===== src/rtl/alu_exec_ctrl.sv =====
// ----------------------------------------------------------------------------
// alu_exec_ctrl
//   Four-state execution controller for a CR16-style ALU. It accepts one
//   instruction word, decodes the operands from a 16 x 16 register file,
//   presents them to an external combinational ALU, captures the ALU result
//   and flags, then writes back to the register file and/or the PSR.
//
// Ports
//   clk          sole clock, rising edge
//   reset        synchronous, active-high reset
//   instr_valid  instruction offered
//   instr        CR16 instruction word
//   instr_ready  controller can accept (IDLE and not in reset)
//   alu_a        ALU Rdest operand (registered)
//   alu_b        ALU Rsrc/Imm operand (registered)
//   alu_op       ALU opcode (registered)
//   alu_result   ALU result (combinational from the ALU)
//   alu_flags    ALU flags {L,C,F,Z,N}
//   psr          architectural flag register {L,C,F,Z,N}
//   done         one-cycle pulse when an instruction retires
//   illegal      one-cycle pulse with done for unsupported opcodes
//   dbg_addr     debug register-file read address
//   dbg_data     debug register-file read data (combinational)
// ----------------------------------------------------------------------------
module alu_exec_ctrl (
    input  logic        clk,
    input  logic        reset,
    input  logic        instr_valid,
    input  logic [15:0] instr,
    output logic        instr_ready,
    output logic [15:0] alu_a,
    output logic [15:0] alu_b,
    output logic [7:0]  alu_op,
    input  logic [15:0] alu_result,
    input  logic [4:0]  alu_flags,
    output logic [4:0]  psr,
    output logic        done,
    output logic        illegal,
    input  logic [3:0]  dbg_addr,
    output logic [15:0] dbg_data
);

    typedef enum logic [1:0] {
        StIdle,
        StDecode,
        StExec,
        StWb
    } state_t;

    state_t      state;
    state_t      next_state;

    logic [15:0] regs [16];
    logic [15:0] ir;
    logic [15:0] res;
    logic [4:0]  flg;

    logic        accept;
    logic [7:0]  dec_op;
    logic [15:0] dec_imm;
    logic [15:0] dec_a;
    logic [15:0] dec_b;
    logic        op_legal;
    logic        op_cmp;
    logic        op_wait;
    logic        wb_reg;
    logic        wb_psr;

    // ------------------------------------------------------------------
    // State register
    // ------------------------------------------------------------------
    always_ff @(posedge clk) begin
        if (reset) begin
            state <= StIdle;
        end else begin
            state <= next_state;
        end
    end

    // ------------------------------------------------------------------
    // Next-state logic
    // ------------------------------------------------------------------
    always_comb begin
        next_state = state;
        unique case (state)
            StIdle:   if (accept) next_state = StDecode;
            StDecode: next_state = StExec;
            StExec:   next_state = StWb;
            StWb:     next_state = StIdle;
            default:  next_state = StIdle;
        endcase
    end

    // ------------------------------------------------------------------
    // Output / control logic
    // ------------------------------------------------------------------
    always_comb begin
        instr_ready = (state == StIdle) && !reset;
        accept      = instr_valid && instr_ready;
        wb_reg      = (state == StWb) && op_legal && !op_cmp && !op_wait;
        wb_psr      = (state == StWb) && op_legal && !op_wait;
    end

    // ------------------------------------------------------------------
    // Decode of the latched instruction
    // ------------------------------------------------------------------
    always_comb begin
        if (ir[15:12] == 4'h0) begin
            dec_op = {4'h0, ir[7:4]};
        end else begin
            dec_op = {ir[15:12], 4'h0};
        end
        // MOVI takes an unsigned byte; every other immediate is signed.
        if (dec_op == 8'hD0) begin
            dec_imm = {8'h00, ir[7:0]};
        end else begin
            dec_imm = {{8{ir[7]}}, ir[7:0]};
        end
        dec_a = regs[ir[11:8]];
        dec_b = (ir[15:12] == 4'h0) ? regs[ir[3:0]] : dec_imm;
    end

    // Classification uses the registered opcode, which is stable in WB.
    // Immediate opcodes always have a zero low nibble by construction.
    always_comb begin
        if (alu_op[7:4] == 4'h0) begin
            op_legal = (alu_op[3:0] != 4'hA);
        end else begin
            op_legal = (alu_op[7:4] >= 4'h5) && (alu_op[7:4] != 4'hA);
        end
        op_cmp  = (alu_op == 8'h0B) || (alu_op == 8'hB0);
        op_wait = (alu_op == 8'h00);
    end

    // ------------------------------------------------------------------
    // Datapath registers
    // ------------------------------------------------------------------
    always_ff @(posedge clk) begin
        if (reset) begin
            for (int i = 0; i < 16; i++) begin
                regs[i] <= 16'h0000;
            end
            ir      <= 16'h0000;
            res     <= 16'h0000;
            flg     <= 5'b00000;
            psr     <= 5'b00000;
            alu_a   <= 16'h0000;
            alu_b   <= 16'h0000;
            alu_op  <= 8'h00;
            done    <= 1'b0;
            illegal <= 1'b0;
        end else begin
            // Retirement pulses land in the IDLE cycle that follows WB.
            done    <= (state == StWb);
            illegal <= (state == StWb) && !op_legal;

            if (accept) begin
                ir <= instr;
            end
            if (state == StDecode) begin
                alu_a  <= dec_a;
                alu_b  <= dec_b;
                alu_op <= dec_op;
            end
            if (state == StExec) begin
                res <= alu_result;
                flg <= alu_flags;
            end
            if (wb_reg) begin
                regs[ir[11:8]] <= res;
            end
            if (wb_psr) begin
                psr <= flg;
            end
        end
    end

    assign dbg_data = regs[dbg_addr];

endmodule


===== config.mk =====
export PLATFORM = sky130hd
export DESIGN_NAME = alu_exec_ctrl
export DESIGN_NICKNAME = d
export VERILOG_FILES = /design/src/rtl/alu_exec_ctrl.sv
export SDC_FILE = /design/constraint.sdc
export NUM_CORES = 1
export LEC_CHECK = 0
export BUFFER_PORTS_ARGS = -buffer_cell sky130_fd_sc_hd__buf_2
export CAP_MARGIN = 10
export CORE_UTILIZATION = 60
export CTS_CLUSTER_SIZE = 10
export DETAILED_ROUTE_END_ITERATION = 8
export GPL_ROUTABILITY_DRIVEN = 0
export PLACE_DENSITY = 0.79
export SYNTH_ARGS = -nofsm -noshare
export SYNTH_HDL_FRONTEND = slang
export SYNTH_SLANG_ARGS = --single-unit

===== constraint.sdc =====
create_clock -name clk -period 4.3 [get_ports clk]
set_clock_uncertainty 0.15 [all_clocks]
set_input_delay 0.215 -clock clk [delete_from_list [all_inputs] [get_ports clk]]
set_output_delay 0.215 -clock clk [all_outputs]
set_load 0.005 [all_outputs]

## Word-level counts from Yosys, hierarchy flattened

Memories as Yosys holds them, arrays and structs flattened. A register that Yosys moved wholly into a read port is not among the register bits.
Index checks and enable logic that the tools add are counted.

| storage, ports and cells | value |
|---|---|
| register bits | 70 |
| bits in writable memories | 256 |
| bits of input ports | 44 |
| output and inout bits | 64 |
| word-level logic and storage cells | 54 |
| memories | 1 |

| cells by class | value |
|---|---|
| order comparisons | 1 |
| eq/ne operators | 9 |
| mux-type cells | 16 |
| reductions and logical operators | 18 |

Memory list:

| memory | words | bits a word | rd ports | clocked after Yosys merged registers in | wr ports | line | source |
|---|---|---|---|---|---|---|---|
| regs | 16 | 16 | 3 | 2 | 16 | 53 | `logic [15:0] regs [16];` |

Operators by type and width:

| operator | number |
|---|---|
| two-way mux 16 bit | 3 |
| equality test 8 bit, second input constant | 2 |
| OR reduction 16 bit | 1 |
| two-way mux 4 bit | 3 |
| equality test 8 x 4 -> 1 bit, second input constant | 1 |
| logical AND 1 bit | 8 |
| logical NOT 4 bit | 2 |
| logical NOT 8 bit | 1 |
| two-way mux 8 bit | 1 |
| != test 4 bit, second input constant | 2 |
| one-hot mux 2 bit (4 select lines) | 1 |
| two-way mux 1 bit | 7 |
| equality test 2 bit, second input constant | 2 |
| greater-or-equal comparator 4 x 3 -> 1 bit, second input constant | 1 |
| logical NOT 1 bit | 4 |
| equality test 2 x 1 -> 1 bit, second input constant | 1 |
| logical NOT 2 bit | 1 |
| two-way mux 2 bit | 1 |
| != test 2 bit, second input constant | 1 |
| logical OR 1 bit | 1 |

## Depth between registers and ports, before layout

| depth | value |
|---|---|
| depth in word-level cells | 11 |
| depth in mapped cells | 8 |

## Least setup slack after synthesis

No wires, ideal clock.

| timing | value |
|---|---|
| kind | register to register |
| start | reg alu_op[1] |
| end | mem regs[5][0] (enable) |
| arrival time | 3.150 ns |
| slack | 0.565 ns |
| stages on the path, launching flop included | 7 |
| buffers on the path | 2 |
| cells stage by stage | dfxtp_1 -> xnor2_1 -> a2111oi_2 -> nor2_1 -> buf_2 -> buf_2 -> o41ai_1 |

RTL lines:

| item | line | source |
|---|---|---|
| from (decl) | 33 | `output logic [7:0] alu_op,` |
| from (signal assigned) | 163 | `alu_op <= dec_op;` |
| to (decl) | 53 |  |

==> metrics.log <==
INFO  metric starting_density_of_the_core = 0.609
INFO  metric yosys_warnings = 0
INFO  metric timing.setup.critical_path_class = reg2reg
INFO  metric route.detailed.vias_per_inst = 7.83
INFO  metric synth_top_flop_cell = edfxtp_1
INFO  metric utilization = 0.690
INFO  metric rr_worst_depth = 5
INFO  metric hold_violation_total_from_the_final_report = 0
INFO  metric n_fill_cell = 2,153
INFO  metric timing.critical_path.arrival = 3350 ps
INFO  metric worst-path-max-fanout = 32
INFO  metric hold_class = in2reg
INFO  metric status = finished clean
INFO  metric setup_viol = 0
INFO  metric layout-area-overhead-vs-synth = 13.3%
INFO  metric min_path_cells = 4
INFO  metric finalWirelength = 69,500 um
INFO  metric cts_buffers = 41
INFO  metric clk_pin_slew = 60 ps
INFO  metric register_area = 0.00950 mm2
INFO  metric global_route.overflow_total = 0
INFO  metric dp_hpwl = 47,300 um
INFO  metric layout-drive-gt1-share = 0.299
INFO  metric grt_pass1_vias = 15,300
INFO  metric postSynthAreaPerCell = 13.0 um2
INFO  metric post_synthesis_instance_area = 0.0198 mm2
INFO  metric final_common_cell = edfxtp_1
INFO  metric boundaryPins = 108
INFO  metric ys_seq_elements = 346
INFO  metric worst_setup_path_start_kind = flip-flop
INFO  metric transition_time_at_the_pin_with_the_least_slew_margin = 1250 ps
INFO  metric seq_area_frac_synth = 0.480
INFO  metric yosys.cell_types.count = 49
INFO  metric power-per-cell-area = 480 mW/mm2
INFO  metric mappedNetlistNets = 1,570
INFO  metric final_antenna_net_count = 0
INFO  metric tritoncts = yes
INFO  metric global_route_total_usage_across_every_layer = 0.416
INFO  metric slowest_stage = o31ai_4
INFO  metric report.power.total = 10,700 uW
INFO  metric clockRootBuffer = clkbuf_16
INFO  metric static-leakage-power = 0.00687 uW
INFO  metric core_area = 0.0325 mm2
INFO  metric async_reset_ff_frac = 0
INFO  metric ctsHtreeMaxLevel = 2
INFO  metric drt_pre_antenna_iters = 9
INFO  metric fmax = 299 MHz
INFO  metric clock_path_buffers = 3
INFO  metric multiInputGateArea = 0.00953 mm2
INFO  metric cts.sink_count = 346
INFO  metric floorplan.die_area = 0.0336 mm2
INFO  metric rsz0062_at_grt = false
INFO  metric grt_first_pass_wirelength = 101,000 um
INFO  metric grt_max_degree = 90
INFO  metric floorplan.die.height = 183 um
INFO  metric dr.first_iter.drc_count = 2,955
INFO  metric most-common-layout-cells = edfxtp_1 (256), nor4_1 (182), mux4_2 (157), mux2i_1 (133), buf_2 (106)
INFO  metric maxSlewViolCount = 0
INFO  metric route.detailed.drc = 0
INFO  metric num_vias = 16,200
INFO  metric clk_lat_worst_skew = 540 ps
INFO  metric timing.final.crit_period = 3340 ps
INFO  metric crit_path_end_kind = flip-flop
INFO  metric port-buffer-count = 107
INFO  metric worst_slew_margin_rel = 0.166
INFO  metric post-route-period-util = 0.777
INFO  metric antenna_found_initial = 1
INFO  metric nNetsFinal = 1,640
INFO  metric critPathRequiredTime = 4310 ps
INFO  metric synth-edff-count = 256
INFO  metric chipWidth = 183 um
INFO  metric critical_path.cell_chain = ha_1 > nor2b_1 > nand3_4 > buf_4 > o31ai_4
INFO  metric synth_cells = 1,521
INFO  metric max_cap_violations = 0
INFO  metric number_of_placement_rows = 66
INFO  metric critical-path-max-stage-delay = 980 ps
INFO  metric wl_per_cell = 33.6 um
INFO  metric vdd_ir_drop_max = 301 uV
INFO  metric timing.setup.tns = 0 ps
per-stage QoR:
step                worst slack [ps]  hold WS (ps)  cells  instance area, um2
floorplan                        565           156   1521               19800
CTS                             1070           264   2065               22400
finish                           958           275   2067               22400
global placement                1200           260   1951               20700
detailed placement              1110           267   1951               20700
global route                     919           295   2065               22400
area by class of cell:
type,count,area share
clock inverters,1,0.000391
multi-input cells,968,0.426
diodes,2,0.000224
inverters,22,0.00369
repair buffers,212,0.0653
clock buffers,74,0.0555
well taps,442,0.0247
flip-flops and latches,346,0.424
logic make-up after synthesis:
group / Yosys count / synth area share
multiplexers: 290 / 0.246
buffers and inverters: 207 / 0.0466
adder cells (fa/ha/maj): 5 / 0.00317
AND/OR/NAND/NOR: 494 / 0.157
XOR/XNOR: 1 / 0.000444
flip-flops: 346 / 0.480
AO/OA/AOI/OAI: 178 / 0.0654
cell usage after synthesis (all sizes together) (5+ instances only):
master | n | area, um2
a211oi | 6 | 45.0
a221oi | 8 | 70.1
a22oi | 39 | 293
a311oi | 24 | 210
a31oi | 9 | 56.3
and2 | 5 | 31.3
buf | 91 | 485
clkbuf | 94 | 353
dfxtp | 90 | 1800
edfxtp | 256 | 7690
ha | 5 | 62.6
inv | 22 | 82.6
mux2i | 133 | 1330
mux4 | 157 | 3540
nand2 | 104 | 390
nand2b | 9 | 56.3
nor2 | 81 | 304
nor2b | 10 | 62.6
nor3 | 5 | 25.0
nor4 | 256 | 2060
o211ai | 5 | 37.5
o21ai | 26 | 130
o221ai | 8 | 70.1
o22ai | 32 | 200
o31ai | 6 | 45.0
o41ai | 10 | 87.6
critical path: cells and delay by family (launching register included):
family / cells / cell delay [ps]
AO/OA/AOI/OAI: 1 / 980
AND/OR/NAND/NOR: 2 / 810
buffers and inverters: 1 / 430
flip-flops: 1 / 370
adder cells (fa/ha/maj): 1 / 170
metal layers:
layer / track usage / vias up / share of wire
met5: 0 / - / 0.00017
met4: 0.281 / 2 / 0.086
met3: 0.174 / 404 / 0.17
met2: 0.605 / 1672 / 0.42
met1: 0.507 / 7717 / 0.32
li1: - / 6394 / -
path summary, 6_finish.rpt:
kind | slack, ps | startpoint | endpoint
worst max-delay path | 960 | state[1] | regs[3][6]
worst min-delay path | 270 | instr[4] | ir[4]
worst min register to register | 300 | psr[4] | psr[4]
worst max register to register | 960 | state[1] | regs[3][6]
repair_timing:
| action | 4_1_cts | 5_1_grt |
|---|---|---|
| buffers inserted | 0 | 0 |
| resized for setup | 0 | 0 |
| endpoints found under the hold margin | 46 | 0 |
| hold buffers | 39 | 0 |
where the power goes:
part / internal, uW / switching (uW) / total (uW)
registers: 3870 / 472 / 4350
logic: 1080 / 2010 / 3100
clock network: 1940 / 1350 / 3290
state kept, by name (all words and copies together) (netlist names), named ones only:
signal,cells
regs,256
alu_a,16
alu_b,16
ir,16
res,16
alu_op,8
flg,5
psr,5
state,2
done,1
illegal,1
No activity file was read; power rests on OpenSTA's default activity.
